`src/rtl/rv_core_pkg.sv`:
```
// rv_core_pkg: shared fetch-stage types, reset PC and instruction field positions
package rv_core_pkg;
  typedef enum logic [1:0] {FETCH, WAIT, EXEC, HALT} fetch_state_e;
  localparam logic [31:0] RESET_PC_DEFAULT = 32'h0000_0000;
  localparam logic [6:0] OP_HLT = 7'b000_0000;
  localparam int OPCODE_LSB = 0;
  localparam int OPCODE_MSB = 6;
  localparam int FUNCT3_LSB = 12;
  localparam int FUNCT3_MSB = 14;
  localparam int FUNCT7_BIT = 30;
endpackage

```
`src/rtl/pc_next_logic.sv`:
```
// pc_next_logic: sequential/branch next-PC select with alignment check
module pc_next_logic #(
  parameter int XLEN = 32
) (
  input  logic [XLEN-1:0] pc,
  input  logic            pc_src,
  input  logic [XLEN-1:0] imm_ext,
  output logic [XLEN-1:0] pc_next,
  output logic            misaligned
);
  always_comb begin
    pc_next = pc_src ? pc + imm_ext : pc + XLEN'(4);
    misaligned = |pc_next[1:0];
  end
endmodule

```
`src/rtl/fetch_unit.sv`:
```
// fetch_unit: PC owner issuing one instruction-memory request at a time and holding the instruction until commit
module fetch_unit
  import rv_core_pkg::*;
#(
  parameter int XLEN = 32,
  parameter logic [XLEN-1:0] RESET_PC = XLEN'(RESET_PC_DEFAULT)
) (
  input  logic            clk,
  input  logic            rst,
  output logic            imem_req,
  output logic [XLEN-1:0] imem_addr,
  input  logic            imem_ready,
  input  logic            imem_rvalid,
  input  logic [XLEN-1:0] imem_rdata,
  output logic [XLEN-1:0] instr,
  output logic            instr_valid,
  output logic [XLEN-1:0] pc,
  output logic [XLEN-1:0] pc_plus4,
  input  logic            commit,
  input  logic            PCSrc,
  input  logic            load,
  input  logic [XLEN-1:0] ImmExt,
  output logic            halted
);
  fetch_state_e state_q, state_d;
  logic [XLEN-1:0] pc_q, pc_d, pc_plus4_q, pc_plus4_d, instr_q, instr_d, pc_next;
  logic req_q, valid_q, halted_q, misaligned, advance;
  pc_next_logic #(.XLEN(XLEN)) u_pc_next (
    .pc(pc_q),
    .pc_src(PCSrc),
    .imm_ext(ImmExt),
    .pc_next(pc_next),
    .misaligned(misaligned)
  );
  always_comb begin
    advance = load && !misaligned;
    state_d = state_q;
    pc_d = pc_q;
    instr_d = instr_q;
    if (state_q == FETCH && imem_ready) begin
      state_d = imem_rvalid ? EXEC : WAIT;
      instr_d = imem_rvalid ? imem_rdata : instr_q;
    end
    if (state_q == WAIT && imem_rvalid) begin
      state_d = EXEC;
      instr_d = imem_rdata;
    end
    if (state_q == EXEC && commit) begin
      state_d = advance ? FETCH : HALT;
      pc_d = advance ? pc_next : pc_q;
    end
    pc_plus4_d = pc_d + XLEN'(4);
  end
  always_ff @(posedge clk) begin
    if (rst) begin
      state_q <= FETCH;
      pc_q <= RESET_PC;
      pc_plus4_q <= RESET_PC + XLEN'(4);
      instr_q <= '0;
      req_q <= 1'b1;
      valid_q <= 1'b0;
      halted_q <= 1'b0;
    end else begin
      state_q <= state_d;
      pc_q <= pc_d;
      pc_plus4_q <= pc_plus4_d;
      instr_q <= instr_d;
      req_q <= state_d == FETCH;
      valid_q <= state_d == EXEC;
      halted_q <= state_d == HALT;
    end
  end
  assign imem_req = req_q;
  assign imem_addr = pc_q;
  assign pc = pc_q;
  assign pc_plus4 = pc_plus4_q;
  assign instr = instr_q;
  assign instr_valid = valid_q;
  assign halted = halted_q;
endmodule
```
`config.mk`:
```
export PLATFORM = sky130hd
export DESIGN_NAME = fetch_unit
export DESIGN_NICKNAME = d
export VERILOG_FILES = /design/src/rtl/rv_core_pkg.sv /design/src/rtl/pc_next_logic.sv /design/src/rtl/fetch_unit.sv
export SDC_FILE = /design/constraint.sdc
export NUM_CORES = 1
export LEC_CHECK = 0
export ABC_AREA = 1
export BUFFER_PORTS_ARGS = -buffer_cell sky130_fd_sc_hd__buf_2
export CAP_MARGIN = 25
export CORE_MARGIN = 2
export CORE_UTILIZATION = 54
export CTS_CLUSTER_DIAMETER = 80
export DETAILED_ROUTE_END_ITERATION = 10
export HOLD_SLACK_MARGIN = 0.03
export PLACE_DENSITY = 0.91
export SETUP_SLACK_MARGIN = 0.02
export SLEW_MARGIN = 40
export SYNTH_ARGS = -nofsm -noshare
export SYNTH_HDL_FRONTEND = slang
export SYNTH_SLANG_ARGS = --single-unit
```
`constraint.sdc`:
```
create_clock -name clk -period 3.5 [get_ports clk]
set_input_delay 0.35 -clock clk [delete_from_list [all_inputs] [get_ports clk]]
set_output_delay 0.35 -clock clk [all_outputs]
set_load 0.05 [all_outputs]
```
==> results_dict.tcl, run 1 <==
set metrics [dict create \
    outcome "complete, no violations" \
    cp_common_cell "nand2_1" \
    clk_pin_slew_ps 60 \
    fin_area_um2 8920 \
    top_level_ports 202 \
    vias_per_cell 5.26 \
    crit_slowest_cell "fa_1" \
    ys_seq_elements 99 \
    layout_commonest_cell "nand2_1" \
    grt_max_degree 36 \
    drt_iter0_drc 844 \
    p_leak_nw 4.96 \
    grt.met2_usage_pct 48.5 \
    crit_type "flop to flop" \
    drtAntennaViolNets 0 \
    final_layout_size_suffix_gt1_share_pct 18.6 \
    yosys.area_share.simple_pct 41.8 \
    hold_slack_ps 236 \
    max_slew_margin_pct 63.3 \
    cts.sinks 99 \
    rows 43 \
    htreeDepth 3 \
    synth_compound_area_share_pct 10.3 \
    grt_pass1_vias 7835 \
    synth-edff-count 0 \
    arrival_ps 3460 \
    place_worst_setup_slack_ps 216 \
    drv_slew 0 \
    synth_xor_area_share_pct 1.50 \
    fin_cells 1660 \
    clock_tree.root_cell "clkbuf_16" \
    tns_ps 0 \
    cts_buffers 9 \
    power_mw 2.79 \
    critical_path.cell_chain "ha_2, inv_1, fa_1, nand3_1, nand2_2, nand2_4, nor2_1, nand2_1, nand2_1, ha_1, inv_1, nor2_1, nand2_1, inv_2, nand3_1, nor2_2, nand2_1, nor3_1, nor2_1" \
    critPathLaunchType "flop" \
    grt_pass1_wl_mm 36.2 \
    routed_wl_mm 23.0 \
    hold_class "input port to flop" \
    areaGrowthSynthToFinish_pct 17.1 \
    grt_usage_pct 30.3 \
    clock-skew-final_ps 7.04 \
    timing.final.crit_share_pct 92.4 \
    synth_nets 1414 \
    cts_buffer_depth 2 \
    fin_ws_ps 268 \
    antenna_found_initial 0 \
    drc 0 \
    synth_cell_types 41 \
    vdd_drop_max_uv 361 \
    dp.cells 1646 \
    power_density_nw_per_um2 313 \
    crit_buf_inv 3 \
    final.min_clock_period_ps 3230 \
    initial_core_util_pct 55.1 \
    worst_pin_slew_ps 551 \
    overflow 0 \
    die_area_um2 15100 \
    dr.pass1.iters 6 \
    cts_tree "yes" \
    place_hpwl_mm 18.4 \
    nFillCells 1288 \
    synth_top_family_by_area "simple AND/OR/NAND/NOR gates" \
    synth-async-reset-ratio_pct 0 \
    top_usage_layer "met2" \
    routedWlPerCell_um 13.9 \
    diodes 0 \
    synthesis.instances 1309 \
    vias 8724 \
    rsz0062_at_grt "no" \
    grt_util_met1_pct 40.9 \
    postSynthAreaPerCell_um2 5.82 \
    postPlaceCellArea_um2 8600 \
    fmax_mhz 309 \
    use_met3_pct 5.30 \
    die_h_um 123 \
    ys_seq_area_share_pct 26.0 \
    synth.area.mux_share_pct 0.148 \
    required_ps 3730 \
    final_cell_mix "nand2_1, nor2_1, buf_2" \
    worst_path_largest_cell_delay_ps 480 \
    synth_top_flop_cell "dfxtp_1" \
    ys_warn_count 0 \
    final-setup-viol-count 0 \
    drv_cap 0 \
    finalHoldViolations 0 \
    critPathMaxFanout 8 \
    core-area_um2 13800 \
    syn_area_um2 7610 \
    globalplace.congestion 0.968 \
    die_w_um 123 \
    fin_util_pct 64.5 \
    cp_top_family "simple AND/OR/NAND/NOR gates" \
    end_kind "flop" \
    insertion_delay_ps 340 \
    nets 1582 \
    synthAdderAreaFrac_pct 5.69 \
    port_buffers 201 \
]
cell families (layout without fill, tap and decap cells):
group                    after synthesis  in the layout
AND/OR/NAND/NOR                      756            756
buffers and inverters                256            427
AO/OA/AOI/OAI                        150            150
flip-flops                            99             99
adder cells (fa/ha/maj)               34             34
XOR/XNOR                              13             13
multiplexers                           1              1
synth_stat cells (all sizes together) (2+ instances only):
library cell    n  area share [%]
inv           193             9.5
nand4          14             1.2
nor4            2            0.16
clkbuf         15            0.74
a21oi          74             4.9
nor2          222              12
nand3b          4            0.39
nand2         383              19
ha             33             5.4
o21ai          70             4.7
buf            46             4.2
nand3         108             7.3
nor3           19             1.4
xnor2           4            0.46
xor2            9             1.0
o21bai          5            0.49
clkinv          2           0.099
or2             2            0.16
dfxtp          99              26
what timing repair did:
action | in CTS | in global routing
hold buffers | 0 | 0
endpoints found under the setup margin | 0 | 4
resized for setup | 0 | 5
buffers inserted | 0 | 0
path summary, 6_finish.rpt:
path,slack [ps],depth (start not counted),start,end
max,270,19,imem_addr[0]$_SDFFE_PP0P_,pc_plus4[28]$_SDFF_PP0_
min,240,3,imem_rdata[25],instr[25]$_SDFFE_PP0P_
max reg2reg,270,19,imem_addr[0]$_SDFFE_PP0P_,pc_plus4[28]$_SDFF_PP0_
min reg2reg,510,2,instr[9]$_SDFFE_PP0P_,instr[9]$_SDFFE_PP0P_
final cells by class:
class,count,area (um^2),area share [%]
multi-input cells,954,4540,50.9
flip-flops and latches,99,1980,22.2
repair buffers,218,1140,12.8
inverters,195,734,8.23
clock buffers,12,267,2.99
well taps,180,225,2.52
clock inverters,2,35.0,0.393
power breakdown:
part | switching, mW | internal [mW] | total [mW] | leakage (nW)
clock | 0.393 | 0.603 | 0.997 | 0.151
combinational | 0.428 | 0.157 | 0.586 | 4.00
sequential | 0.0298 | 1.18 | 1.21 | 0.805
total | 0.851 | 1.94 | 2.79 | 4.96
worst min-delay path, cell delays in order:
cell and delay [ps]:
buf_2 70, nor2_1 30, nor2_1 80
routing by layer:
layer	routed length (um)	up-vias	part of all wire (%)
li1	-	4389	-
met1	10000	3857	44
met2	10100	423	44
met3	2200	55	9.5
met4	654	0	2.8
met5	0	-	0
flip-flops by register name, indices dropped and copies added (netlist names):
register,cells
halted,1
imem_addr,32
imem_req,1
instr,32
instr_valid,1
pc_plus4,30
state_q,2
Note: power is estimated with default switching activity, not from simulation.
==> inputs of run 2 (changes only) <==
- BUFFER_PORTS_ARGS: -buffer_cell sky130_fd_sc_hd__buf_2 -> -buffer_cell sky130_fd_sc_hd__clkbuf_2
==> run 2 against run 1 <==
Wire length increased by 1.4%. Die area unchanged. Register-to-register slack got worse by 50 ps. Largest cell class unchanged.
==> results_dict.tcl, run 2 (synthesized netlist as in run 1, its figures left out) <==
set metrics [dict create \
    outcome "complete, no violations" \
    rows 43 \
    crit_type "flop to flop" \
    post_cts_resized 0 \
    required_ps 3730 \
    diodes 0 \
    grt_max_degree 35 \
    postPlaceCellArea_um2 8600 \
    grt_usage_pct 30.4 \
    routed_wl_mm 23.4 \
    critPathLaunchType "flop" \
    power_density_nw_per_um2 311 \
    cts_buffers 9 \
    grt_pass1_wl_mm 36.2 \
    cts_tree "yes" \
    globalplace.congestion 0.930 \
    critPathMaxFanout 8 \
    clock-skew-final_ps 8.43 \
    wl_met1_mm 10.3 \
    arrival_ps 3520 \
    nFillCells 1270 \
    place_hpwl_mm 18.4 \
    routed-wl-met3_mm 2.20 \
    hold_class "input port to flop" \
    cts_setup_buffers 0 \
    layout_commonest_cell "nand2_1" \
    vdd_drop_max_uv 332 \
    final-setup-viol-count 0 \
    holdBufCountCts 0 \
    worst_pin_slew_ps 583 \
    die_w_um 123 \
    critical_path.cell_chain "ha_2, inv_1, fa_1, nand3_1, nand2_2, nand2_4, nor2_1, nand2_1, nand2_1, ha_1, inv_1, nor2_2, nand2_1, inv_2, nand2_1, nor2_2, nand3_2, nor2_2, nand2_1, nand2_1, nand2_1" \
    fin_ws_ps 216 \
    overflow 0 \
    drv_slew 0 \
    tns_ps 0 \
    dr.pass1.iters 5 \
    die_h_um 123 \
    wl_met2_mm 10.4 \
    p_leak_nw 4.86 \
    drtAntennaViolNets 0 \
    grt_pass1_vias 7809 \
    fin_area_um2 8910 \
    end_kind "flop" \
    cts.sinks 99 \
    rsz0062_at_grt "no" \
    worst_path_largest_cell_delay_ps 480 \
    clk_pin_slew_ps 70 \
    finalHoldViolations 0 \
    vias_per_cell 5.23 \
    cp_common_cell "nand2_1" \
    drc 0 \
    top_level_ports 202 \
    max_slew_margin_pct 61.1 \
    final_cell_mix "nand2_1, nor2_1, clkbuf_2" \
    port_buffers 201 \
    r2r-start "imem_addr[0]$_SDFFE_PP0P_" \
    fin_util_pct 64.5 \
    cts_buffer_depth 2 \
    drv_cap 0 \
    clock_tree.root_cell "clkbuf_16" \
    drt_iter0_drc 800 \
    initial_core_util_pct 55.1 \
    final_layout_size_suffix_gt1_share_pct 18.7 \
    nets 1582 \
    routed.top_layer "met4" \
    routedWlPerCell_um 14.1 \
    core-area_um2 13800 \
    insertion_delay_ps 340 \
    timing.final.crit_share_pct 93.8 \
    worstHoldStart "imem_rdata[16]" \
    areaGrowthSynthToFinish_pct 17.1 \
    antenna_found_initial 0 \
    power_mw 2.77 \
    ff2ff_path_depth 21 \
    htreeDepth 3 \
    vias 8698 \
    die_area_um2 15100 \
    place_worst_setup_slack_ps 171 \
    fmax_mhz 304 \
    whs_path_depth 3 \
    crit_slowest_cell "fa_1" \
    cp-startpoint "imem_addr[0]$_SDFFE_PP0P_" \
    final.min_clock_period_ps 3280 \
]
==> run 2: cell types whose count changed in the layout (fill, tap and decap cells not counted) <==
cell,delta
buf_2,-201
clkbuf_1,+2
clkbuf_2,+201
clkbuf_8,-2
clkinvlp_4,+2
dfxtp_1,-1
dfxtp_2,+1
nor2_1,-1
nor2_2,+2
nor2_4,-1
==> run 2: stage by stage <==
stage	hold slack [ps]	std cells
final	229	1662
after global routing	230	1662
after CTS	226	1662
after detailed placement	503	1646
after global placement	491	1646
after floorplan	485	1309
==> run 2: path summary, 6_finish.rpt <==
kind	to	slack [ps]
worst min register to register	imem_addr[0]$_SDFFE_PP0P_	500
worst min-delay path	instr[16]$_SDFFE_PP0P_	230
worst max register to register	pc_plus4[30]$_SDFF_PP0_	220
worst max-delay path	pc_plus4[30]$_SDFF_PP0_	220
==> run 2: where the power goes <==
group | leakage (nW) | internal, mW | switching, mW
sequential | 0.806 | 1.18 | 0.0323
clock | 0.139 | 0.573 | 0.410
combinational | 3.91 | 0.156 | 0.427
total | 4.86 | 1.90 | 0.869
==> run 2: final cells by class <==
type                    instances  area, um^2  share of cell area (%)
clock buffers                  12         246                    2.77
clock inverters                 4        50.0                   0.561
inverters                     195         734                    8.24
multi-input cells             954        4540                    50.9
flip-flops and latches         99        1980                    22.2
well taps                     180         225                    2.53
repair buffers                218        1140                    12.8
==> run 2: worst max-delay path: cells and delay by family, from the launching register on <==
family | cells | cell delay (ps)
adder cells (fa/ha/maj) | 3 | 920
AND/OR/NAND/NOR | 15 | 1660
buffers and inverters | 3 | 210
flip-flops | 1 | 370
==> run 2: metal layers <==
layer  vias to the layer above  track usage [%]
li1                       4407                -
met1                      3808             41.1
met2                       448             50.0
met3                        35             4.60
met4                         0             9.55
met5                         -                0
==> inputs of run 3 (changes only) <==
- PLACE_DENSITY: 0.91 -> 0.86
- clock period: 3.5 -> 3.45 ns (I/O delays scaled with it)
==> run 3 against run 2 <==
Global-route usage shrank 0.19 points. Power increased by 6.7%. Combinational power grew 1%. Clock power increased by 17%. Hold slack lost 4.0 ps. Die area unchanged. Cell area is 0.46% higher. Sequential power hardly changed. Critical path type unchanged. Register-to-register slack better by 20 ps.
==> results_dict.tcl, run 3 (synthesized netlist as in run 1, its figures left out) <==
set metrics [dict create \
    outcome "complete, no violations" \
    port_buffers 201 \
    core-area_um2 13800 \
    critPathMaxFanout 8 \
    grt_usage_pct 30.3 \
    p_leak_nw 4.87 \
    initial_core_util_pct 55.1 \
    overflow 0 \
    dr.pass1.iters 6 \
    die_h_um 123 \
    fin_util_pct 64.8 \
    place_hpwl_mm 18.1 \
    critPathLaunchType "flop" \
    cts.sinks 99 \
    place_worst_setup_slack_ps 191 \
    timing.final.crit_share_pct 93.2 \
    final_cell_mix "nand2_1, nor2_1, clkbuf_2" \
    clock-skew-final_ps 11.6 \
    nets 1580 \
    insertion_delay_ps 340 \
    die_w_um 123 \
    rsz0062_at_grt "no" \
    final-setup-viol-count 0 \
    required_ps 3680 \
    grt_pass1_wl_mm 36.5 \
    clk_pin_slew_ps 70 \
    grt.met2_usage_pct 48.8 \
    cts_tree "yes" \
    tns_ps 0 \
    die_area_um2 15100 \
    areaGrowthSynthToFinish_pct 17.6 \
    drtAntennaViolNets 0 \
    clock_tree.root_cell "clkbuf_16" \
    final.min_clock_period_ps 3210 \
    grt_pass1_vias 7917 \
    end_kind "flop" \
    rows 43 \
    hold_class "input port to flop" \
    fin_cells 1660 \
    routedWlPerCell_um 13.7 \
    top_level_ports 202 \
    drv_slew 0 \
    diodes 0 \
    cts_buffers 9 \
    cts_buffer_depth 2 \
    use_met3_pct 4.74 \
    vias 8705 \
    vias_per_cell 5.24 \
    finalHoldViolations 0 \
    worst_pin_slew_ps 579 \
    drv_cap 0 \
    htreeDepth 3 \
    top_usage_layer "met2" \
    antenna_found_initial 0 \
    routed_wl_mm 22.7 \
    nFillCells 1294 \
    grt_util_met1_pct 40.9 \
    globalplace.congestion 0.978 \
    drc 0 \
    crit_type "flop to flop" \
    fin_ws_ps 235 \
    fmax_mhz 311 \
    vdd_drop_max_uv 373 \
    max_slew_margin_pct 61.4 \
    final_layout_size_suffix_gt1_share_pct 18.6 \
    dp.cells 1644 \
    arrival_ps 3440 \
    power_density_nw_per_um2 330 \
    drt_iter0_drc 841 \
    grt_max_degree 39 \
    layout_commonest_cell "nand2_1" \
]
==> run 3: layer usage <==
metal,share of wire [%],vias up
li1,-,4403
met1,44,3842
met2,44,404
met3,9.0,56
met4,2.9,0
met5,0,-
==> run 3: worst max-delay path: stages (launching register included) <==
cell and delay (ps):
dfxtp_2 360, ha_2 210, inv_1 60, fa_1 480, nand3_1 100, nand2_2 120
nand2_4 90, nor2_1 100, nand2_1 70, nand2_1 120, ha_1 200, inv_1 50
nor2_1 160, nand2_1 140, inv_2 80, nand3_1 190, nor2_4 180, nand2_1 140
nor3_1 170, nor2_1 70
==> run 3: area by class of cell <==
cell class,instances,area [um^2],share of cell area [%]
well taps,180,225,2.52
multi-input cells,954,4540,50.7
clock inverters,4,97.6,1.09
clock buffers,12,246,2.75
repair buffers,216,1120,12.5
inverters,195,736,8.22
flip-flops and latches,99,1980,22.1
==> run 3: power breakdown <==
part | internal, mW | switching [mW]
logic | 0.157 | 0.432
clock network | 0.729 | 0.417
registers | 1.19 | 0.0318
==> run 3: timing repair <==
| item | CTS | global route |
|---|---|---|
| gates resized for setup | 0 | 7 |
| hold buffers | 0 | 0 |
| endpoints found under the setup margin | 0 | 13 |
| setup buffers | 0 | 0 |
==> run 3: stage by stage <==
stage / hold slack (ps) / area (um^2) / total power, mW
after global routing: 224 / 8950 / 3.08
after global placement: 491 / 8580 / 1.82
after floorplan: 480 / 7610 / 1.67
after detailed placement: 501 / 8590 / 1.83
final: 225 / 8950 / 2.96
after CTS: 219 / 8930 / 2.96
==> run 3: worst paths after layout <==
path	slack (ps)	cells past startpoint	to	from
worst min register to register	500	2	imem_addr[0]$_SDFFE_PP0P_	imem_addr[0]$_SDFFE_PP0P_
worst max register to register	240	19	pc_plus4[28]$_SDFF_PP0_	imem_addr[0]$_SDFFE_PP0P_
worst min-delay path	230	3	instr[16]$_SDFFE_PP0P_	imem_rdata[16]
worst max-delay path	240	19	pc_plus4[28]$_SDFF_PP0_	imem_addr[0]$_SDFFE_PP0P_
